## src/rtl/hash_table.sv

```systemverilog
// Shared types for the hash-table command path: commands, results, shadow
// entries and the initiator FSM state.
package hash_table;

  typedef enum logic [1:0] {
    OP_INSERT = 2'd0,
    OP_LOOKUP = 2'd1,
    OP_DELETE = 2'd2,
    OP_NOP    = 2'd3
  } ht_opcode_t;

  typedef struct packed {
    ht_opcode_t  opcode;
    logic [31:0] key;
    logic [31:0] value;
  } ht_command_t;

  typedef struct packed {
    ht_command_t cmd;
    logic        hit;
    logic [31:0] value;
  } ht_result_t;

  // Only the fields the order check compares are kept per in-flight command.
  typedef struct packed {
    ht_opcode_t  opcode;
    logic [31:0] key;
  } ht_shadow_t;

  typedef enum logic [1:0] {
    IDLE    = 2'd0,
    RUN     = 2'd1,
    DRAIN   = 2'd2,
    TIMEOUT = 2'd3
  } ht_init_state_t;

endpackage

```

## src/rtl/ht_cmd_if.sv

```systemverilog
// Command channel into the hash table (valid/ready).
interface ht_cmd_if;
  import hash_table::*;
  logic        valid;
  logic        ready;
  ht_command_t cmd;
  modport master (output valid, output cmd, input ready);
  modport slave  (input valid, input cmd, output ready);
endinterface

```

## src/rtl/ht_res_if.sv

```systemverilog
// Result channel out of the hash table (valid/ready).
interface ht_res_if;
  import hash_table::*;
  logic       valid;
  logic       ready;
  ht_result_t result;
  modport master (output valid, output result, input ready);
  modport slave  (input valid, input result, output ready);
endinterface

```

## src/rtl/ht_cmd_shadow_fifo.sv

```systemverilog
// Shadow FIFO of issued opcode/key pairs; push and pop may coincide when full.
module ht_cmd_shadow_fifo
  import hash_table::*;
#(
  parameter int DEPTH = 8
) (
  input  logic       clk_i,
  input  logic       rst_n_i,
  input  logic       clr_i,
  input  logic       push_i,
  input  ht_shadow_t din_i,
  input  logic       pop_i,
  output ht_shadow_t head_o
);
  localparam int PW = (DEPTH > 1) ? $clog2(DEPTH) : 1;
  localparam int CW = $clog2(DEPTH + 1);

  ht_shadow_t    mem_q [DEPTH];
  ht_shadow_t    mem_d [DEPTH];
  logic [PW-1:0] wptr_q, wptr_d, rptr_q, rptr_d;
  logic [CW-1:0] cnt_q, cnt_d;
  logic          do_push, do_pop;

  function automatic logic [PW-1:0] ptr_inc(logic [PW-1:0] p);
    return (p == PW'(DEPTH - 1)) ? '0 : p + 1'b1;
  endfunction

  assign do_pop  = pop_i & (cnt_q != '0);
  assign do_push = push_i & ((cnt_q != CW'(DEPTH)) | do_pop);
  assign head_o  = mem_q[rptr_q];

  always_comb begin
    mem_d  = mem_q;
    wptr_d = wptr_q;
    rptr_d = rptr_q;
    cnt_d  = cnt_q;
    if (clr_i) begin
      wptr_d = '0;
      rptr_d = '0;
      cnt_d  = '0;
    end else begin
      if (do_push) begin
        mem_d[wptr_q] = din_i;
        wptr_d        = ptr_inc(wptr_q);
      end
      if (do_pop) rptr_d = ptr_inc(rptr_q);
      cnt_d = cnt_q + CW'(do_push) - CW'(do_pop);
    end
  end

  always_ff @(posedge clk_i) begin
    if (!rst_n_i) begin
      wptr_q <= '0;
      rptr_q <= '0;
      cnt_q  <= '0;
    end else begin
      wptr_q <= wptr_d;
      rptr_q <= rptr_d;
      cnt_q  <= cnt_d;
    end
  end

  always_ff @(posedge clk_i) mem_q <= mem_d;

endmodule

```

## src/rtl/ht_cmd_initiator.sv

```systemverilog
// Host-to-hash-table command initiator: outstanding tracking, drain, watchdog.
// Define HT_CMD_INITIATOR_CHECK_EN to build in the shadow FIFO and order check.
module ht_cmd_initiator
  import hash_table::*;
#(
  parameter int MAX_OUTSTANDING = 8,
  parameter int TIMEOUT_CYCLES  = 1024
) (
  input  logic                               clk_i,
  input  logic                               rst_n_i,
  input  ht_command_t                        req_cmd_i,
  input  logic                               req_valid_i,
  output logic                               req_ready_o,
  ht_cmd_if.master                           ht_cmd_out,
  ht_res_if.slave                            ht_res_in,
  output ht_result_t                         res_o,
  output logic                               res_valid_o,
  input  logic                               res_ready_i,
  input  logic                               flush_i,
  output logic [$clog2(MAX_OUTSTANDING+1)-1:0] outstanding_o,
  output logic                               idle_o,
  output logic                               timeout_o,
  output logic [15:0]                        order_err_cnt_o
);
  localparam int OW = $clog2(MAX_OUTSTANDING + 1);
  localparam int WW = $clog2(TIMEOUT_CYCLES + 1);

  ht_init_state_t state_q, state_d;
  logic [OW-1:0]  out_q, out_d;
  logic [WW-1:0]  wdog_q, wdog_d;
  logic           tmo_q, tmo_d;
  logic           can_issue, cmd_hs, res_hs, stray, clr, wdog_inc, tmo_hit;

  // Reset gates issue so nothing leaves while rst_n_i is low.
  assign can_issue = rst_n_i & (state_q == RUN) & (out_q < OW'(MAX_OUTSTANDING)) & ~flush_i;

  assign ht_cmd_out.cmd   = req_cmd_i;
  assign ht_cmd_out.valid = req_valid_i & can_issue;
  assign req_ready_o      = ht_cmd_out.ready & can_issue;

  assign res_o           = ht_res_in.result;
  assign res_valid_o     = ht_res_in.valid;
  assign ht_res_in.ready = res_ready_i;

  assign cmd_hs   = req_valid_i & req_ready_o;
  assign res_hs   = ht_res_in.valid & res_ready_i;
  assign stray    = res_hs & (out_q == '0);
  assign clr      = (state_q == TIMEOUT) & flush_i;
  assign wdog_inc = (out_q != '0) & ~res_hs;
  assign tmo_hit  = ((state_q == RUN) | (state_q == DRAIN)) & wdog_inc &
                    (wdog_q == WW'(TIMEOUT_CYCLES - 1));

  always_comb begin
    out_d  = out_q;
    wdog_d = wdog_q;
    if (clr) out_d = '0;
    else if (cmd_hs & ~res_hs) out_d = out_q + 1'b1;
    else if (~cmd_hs & res_hs & ~stray) out_d = out_q - 1'b1;
    if (clr | ~wdog_inc) wdog_d = '0;
    else if (state_q != TIMEOUT) wdog_d = wdog_q + 1'b1;
  end

  always_comb begin
    state_d = state_q;
    case (state_q)
      IDLE:    if (req_valid_i & ~flush_i) state_d = RUN;
      RUN:     if (tmo_hit) state_d = TIMEOUT;
               else if (flush_i) state_d = DRAIN;
      DRAIN:   if (tmo_hit) state_d = TIMEOUT;
               else if (out_d == '0) state_d = IDLE;
      TIMEOUT: if (flush_i) state_d = IDLE;
      default: state_d = IDLE;
    endcase
    tmo_d = tmo_q | tmo_hit;
  end

  always_ff @(posedge clk_i) begin
    if (!rst_n_i) begin
      state_q <= IDLE;
      out_q   <= '0;
      wdog_q  <= '0;
      tmo_q   <= 1'b0;
    end else begin
      state_q <= state_d;
      out_q   <= out_d;
      wdog_q  <= wdog_d;
      tmo_q   <= tmo_d;
    end
  end

  assign outstanding_o = out_q;
  assign idle_o        = (state_q == IDLE) & (out_q == '0);
  assign timeout_o     = tmo_q;

`ifdef HT_CMD_INITIATOR_CHECK_EN
  ht_shadow_t  head, cmd_sh, res_sh;
  logic        order_err;
  logic [15:0] err_q, err_d;

  assign cmd_sh = '{opcode: req_cmd_i.opcode, key: req_cmd_i.key};
  assign res_sh = '{opcode: ht_res_in.result.cmd.opcode, key: ht_res_in.result.cmd.key};

  // A stray result paired with a same-cycle issue cancels out: no push, no pop.
  ht_cmd_shadow_fifo #(.DEPTH(MAX_OUTSTANDING)) u_shadow (
    .clk_i   (clk_i),
    .rst_n_i (rst_n_i),
    .clr_i   (clr),
    .push_i  (cmd_hs & ~stray),
    .din_i   (cmd_sh),
    .pop_i   (res_hs & ~stray),
    .head_o  (head)
  );

  assign order_err = stray | (res_hs & (head != res_sh));

  always_comb begin
    err_d = err_q;
    if (order_err && err_q != 16'hFFFF) err_d = err_q + 16'd1;
  end

  always_ff @(posedge clk_i) begin
    if (!rst_n_i) err_q <= '0;
    else          err_q <= err_d;
  end

  assign order_err_cnt_o = err_q;
`else
  assign order_err_cnt_o = '0;
`endif

endmodule

```

## src/flat_wrapper.sv

```systemverilog
// flat-port wrapper written by rule: the top's interface ports become plain ports
module ht_cmd_initiator_flat import hash_table::*;
#(
  parameter int MAX_OUTSTANDING = 8,
  parameter int TIMEOUT_CYCLES  = 1024
)
  (clk_i, rst_n_i, req_cmd_i, req_valid_i, req_ready_o, res_o, res_valid_o, res_ready_i, flush_i, outstanding_o, idle_o, timeout_o, order_err_cnt_o, ht_cmd_out_valid, ht_cmd_out_cmd, ht_cmd_out_ready, ht_res_in_valid, ht_res_in_result, ht_res_in_ready);
  ht_cmd_if ht_cmd_out_i ();
  ht_res_if ht_res_in_i ();
  input  logic clk_i;
  input  logic rst_n_i;
  input  ht_command_t req_cmd_i;
  input  logic req_valid_i;
  output logic req_ready_o;
  output ht_result_t res_o;
  output logic res_valid_o;
  input  logic res_ready_i;
  input  logic flush_i;
  output logic [$clog2(MAX_OUTSTANDING+1)-1:0] outstanding_o;
  output logic idle_o;
  output logic timeout_o;
  output logic [15:0] order_err_cnt_o;
  output wire logic [$bits(ht_cmd_out_i.valid)-1:0] ht_cmd_out_valid;
  output wire logic [$bits(ht_cmd_out_i.cmd)-1:0] ht_cmd_out_cmd;
  input wire logic [$bits(ht_cmd_out_i.ready)-1:0] ht_cmd_out_ready;
  input wire logic [$bits(ht_res_in_i.valid)-1:0] ht_res_in_valid;
  input wire logic [$bits(ht_res_in_i.result)-1:0] ht_res_in_result;
  output wire logic [$bits(ht_res_in_i.ready)-1:0] ht_res_in_ready;
  assign ht_cmd_out_valid = ht_cmd_out_i.valid;
  assign ht_cmd_out_cmd = ht_cmd_out_i.cmd;
  assign ht_cmd_out_i.ready = ht_cmd_out_ready;
  assign ht_res_in_i.valid = ht_res_in_valid;
  assign ht_res_in_i.result = ht_res_in_result;
  assign ht_res_in_ready = ht_res_in_i.ready;
  ht_cmd_initiator #(.MAX_OUTSTANDING(MAX_OUTSTANDING), .TIMEOUT_CYCLES(TIMEOUT_CYCLES)) u_core (.clk_i(clk_i), .rst_n_i(rst_n_i), .req_cmd_i(req_cmd_i), .req_valid_i(req_valid_i), .req_ready_o(req_ready_o), .ht_cmd_out(ht_cmd_out_i), .ht_res_in(ht_res_in_i), .res_o(res_o), .res_valid_o(res_valid_o), .res_ready_i(res_ready_i), .flush_i(flush_i), .outstanding_o(outstanding_o), .idle_o(idle_o), .timeout_o(timeout_o), .order_err_cnt_o(order_err_cnt_o));
endmodule
```

## config.mk

```make
export PLATFORM = sky130hd
export DESIGN_NAME = ht_cmd_initiator_flat
export DESIGN_NICKNAME = d
export VERILOG_FILES = /design/src/rtl/hash_table.sv /design/src/rtl/ht_cmd_if.sv /design/src/rtl/ht_res_if.sv /design/src/rtl/ht_cmd_shadow_fifo.sv /design/src/rtl/ht_cmd_initiator.sv /design/src/flat_wrapper.sv
export SDC_FILE = /design/constraint.sdc
export NUM_CORES = 1
export LEC_CHECK = 0
export ABC_AREA = 1
export BUFFER_PORTS_ARGS = -buffer_cell sky130_fd_sc_hd__buf_2
export CAP_MARGIN = 10
export CORE_AREA = 5 5 139 141
export CTS_CLUSTER_SIZE = 24
export DETAILED_ROUTE_END_ITERATION = 8
export DIE_AREA = 0 0 144 146
export PLACE_DENSITY = 0.53
export SLEW_MARGIN = 20
export SYNTH_ARGS = -nofsm -noshare
export SYNTH_HDL_FRONTEND = slang
export SYNTH_HIERARCHICAL = 1
export SYNTH_SLANG_ARGS = --single-unit
export TNS_END_PERCENT = 10
```

## constraint.sdc

```tcl
create_clock -name clk_i -period 2.05 [get_ports clk_i]
set_input_delay 0.3075 -clock clk_i [delete_from_list [all_inputs] [get_ports clk_i]]
set_output_delay 0.3075 -clock clk_i [all_outputs]
set_load 0.1 [all_outputs]
```

==> metrics <==
CP max stage delay=0.34 ns; worst hold slack=0.3433 ns; static leakage=0.7288 nW; count of vias placed by the detailed router=1,423; io pins=363; launch instance of the worst min-delay path=rst_n_i; mean area per synthesized cell=7.178 sq um; Hold/Removal Path Class=in -> reg; Placeable Area=17,840 sq um; Clock Tree Root=sky130_fd_sc_hd__clkbuf_16; number of warnings reported in the yosys synthesis log=6; number of flip-flops and latches in the synthesized netlist=18; number of clock buffers inserted by TritonCTS=3; sequential element share of the synthesized area=14.18%; DP Area=1637 sq um; overall track demand over capacity in global routing=5.729%; top achievable clock speed=541.8 MHz; final hold vios=0; CP Capture Type=output pin; Cell Area, Synth=2541 sq um; Placer Congestion=0.7313; Final Core Density=9.860%; clock slew at the register clock pins of the worst setup and hold paths=0.05 ns; Initial Utilization=14.24%; wire length of the first global-routing pass=8776 um; clock skew after layout=0.005435 ns; worst setup margin=0.2044 ns; pin slew with the least headroom to its limit=0.5294 ns; share of final-layout standard cells stronger than drive strength 1=22.33%; Arr. time, crit path=1.54 ns; detailed-routing iteration count for the pre-antenna-repair pass=4; kind of start point of the critical path=flop; Layout Nets=387; most frequent cells in the layout=39 x sky130_fd_sc_hd__nand2_1, 21 x sky130_fd_sc_hd__inv_1, 20 x sky130_fd_sc_hd__nor2_1; Wirelength per Cell=14.93 um; pin count of the biggest net entering global routing=11; number of filler cells placed in the layout=2,047; reg-to-reg slack, setup=0.24 ns; number of buffers on the longest clock path=2; level count of the clock H-tree=1; Syn-to-layout area delta=-30.77%; antenna violations before repair=1; worst-path maximum fanout=5; cell breakdown of the critical path=inv_1, ha_2, nand2_1, nor2_2, clkbuf_4; TritonCTS clock tree=done; unrepaired setup endpoints after global routing=false; run status=finished, final reports clean; worst vdd rail ir drop=275.5 uV; HPWL after detailed placement=5379 um; r2r startpoint=u_core/state_q[1]$_SDFFE_PN0P_; Power per Cell Area=1018 nW/um^2; number of clock sinks=18; DRT iter0 DRCs=100; count of final setup violators=0; crit path launch=u_core/outstanding_o[0]$_SDFF_PN0_; highest-delay cell along the critical path=sky130_fd_sc_hd__dfxtp_2; Total Routed Length=6495 um; worst slew margin relative to its limit=64.95%; post-route clock period utilization=90.03%; clock insertion delay at the later pin of the skew report=0.25 ns; synthesized instance count=354; overall die area=21,020 sq um; post-synthesis cell type count=29; number of global-route vias before repair=1,401; number of max-slew violations in the final report=0; ratio of routed vias to standard cells=3.271; die span in y=146 um; post-route cell area=1759 sq um; most common cell after layout, fill and taps aside=sky130_fd_sc_hd__nand2_1; final antenna-violating net count=0; I/O Buffers=16; post-CTS setup buffers=0; minimum period implied by the final worst setup slack=1.846 ns; post-placement setup slack=0.1195 ns; max-cap violation count=0; die outline width=144 um; remaining global-route overflow=0; Antenna Diode Count=0; number of rows in the core area=49; type of the worst setup path=reg -> out; Post-route DRC=0; data required time of the worst path=1.74 ns
==> stage by stage <==
stage	power [mW]	cells	setup TNS, ns
after floorplan	2.726	369	-0.3220
after global placement	1.334	431	0
after detailed placement	1.336	431	0
after CTS	1.779	435	0
after global routing	1.918	435	0
final	1.791	435	0
==> cell usage after synthesis (all sizes together) <==
cell type | number | area [sq um]
nor2 | 24 | 95.09
nand3 | 18 | 95.09
a21oi | 11 | 70.07
xnor2 | 1 | 8.760
ha | 8 | 100.1
o22ai | 1 | 6.260
clkinv | 1 | 3.750
o31ai | 1 | 7.510
xor2 | 5 | 43.79
inv | 26 | 97.59
buf | 183 | 1374
dfxtp | 18 | 360.4
o21ai | 2 | 10.01
nor3 | 3 | 15.01
nand4 | 4 | 46.29
and2 | 1 | 6.260
o21ba | 1 | 10.01
conb | 1 | 3.750
o21bai | 1 | 7.510
nand2 | 42 | 165.2
o21a | 2 | 15.01
==> registers in the layout, indices dropped and copies added (netlist names) <==
signal and count:
u_core/wdog_q 11, u_core/outstanding_o 4, u_core/state_q 2, u_core/timeout_o 1
==> final cells by class <==
type | count | area, sq um | area share (%)
multi-input cells | 141 | 804.5 | 45.73
flip-flops and latches | 18 | 365.4 | 20.77
well taps | 229 | 286.5 | 16.29
repair buffers | 16 | 112.6 | 6.401
inverters | 27 | 101.3 | 5.761
clock buffers | 4 | 88.84 | 5.050
==> critical path: cells and delay by family, from the launching register on <==
kind                     cells  cell delay, ns
adder cells (fa/ha/maj)      1            0.26
flip-flops                   1            0.34
AND/OR/NAND/NOR              2            0.21
buffers and inverters        2            0.48
==> repair_timing <==
| action | 4_1_cts | 5_1_grt |
|---|---|---|
| hold buffers | 0 | 0 |
| endpoints found under the setup margin | 0 | 3 |
| resized for setup | 0 | 10 |
==> worst paths after layout <==
kind                                    endpoint  depth (start not counted)
hold / removal    u_core/state_q[0]$_SDFFE_PN0P_                          3
hold reg to reg    u_core/wdog_q[9]$_SDFFE_PP0P_                          2
setup reg to reg  u_core/state_q[1]$_SDFFE_PN0P_                         17
setup / recovery                          idle_o                          5
==> logic make-up (layout without fill, tap and decap cells) <==
kind of cell | after synthesis | in the layout | synth area share (%)
adders and majority gates | 8 | 8 | 3.939
other | 1 | 16 | 0.1476
xor gates and xnor gates | 6 | 6 | 2.068
and+or+nand+nor | 92 | 92 | 16.64
DFF | 18 | 18 | 14.18
AOI/OAI and AO/OA | 19 | 19 | 4.973
buffers and inverters | 210 | 47 | 58.05
==> power breakdown <==
| part | internal [mW] | total [mW] | switching, mW | leakage [nW] |
|---|---|---|---|---|
| logic | 0.222 | 0.924 | 0.702 | 0.537 |
| clock network | 0.297 | 0.432 | 0.135 | 0.0442 |
| registers | 0.388 | 0.435 | 0.0474 | 0.147 |
| total | 0.906 | 1.79 | 0.885 | 0.729 |
==> metal layers <==
metal  part of all wire, %  vias up  global-route usage, %
met5                  0.83        -                  1.435
met4                    12        4                  6.827
met3                    24       66                  6.704
met2                    33      166                  5.843
met1                    30      587                  4.937
li1                      -      600                      -
(Power assumes the default switching activity.)
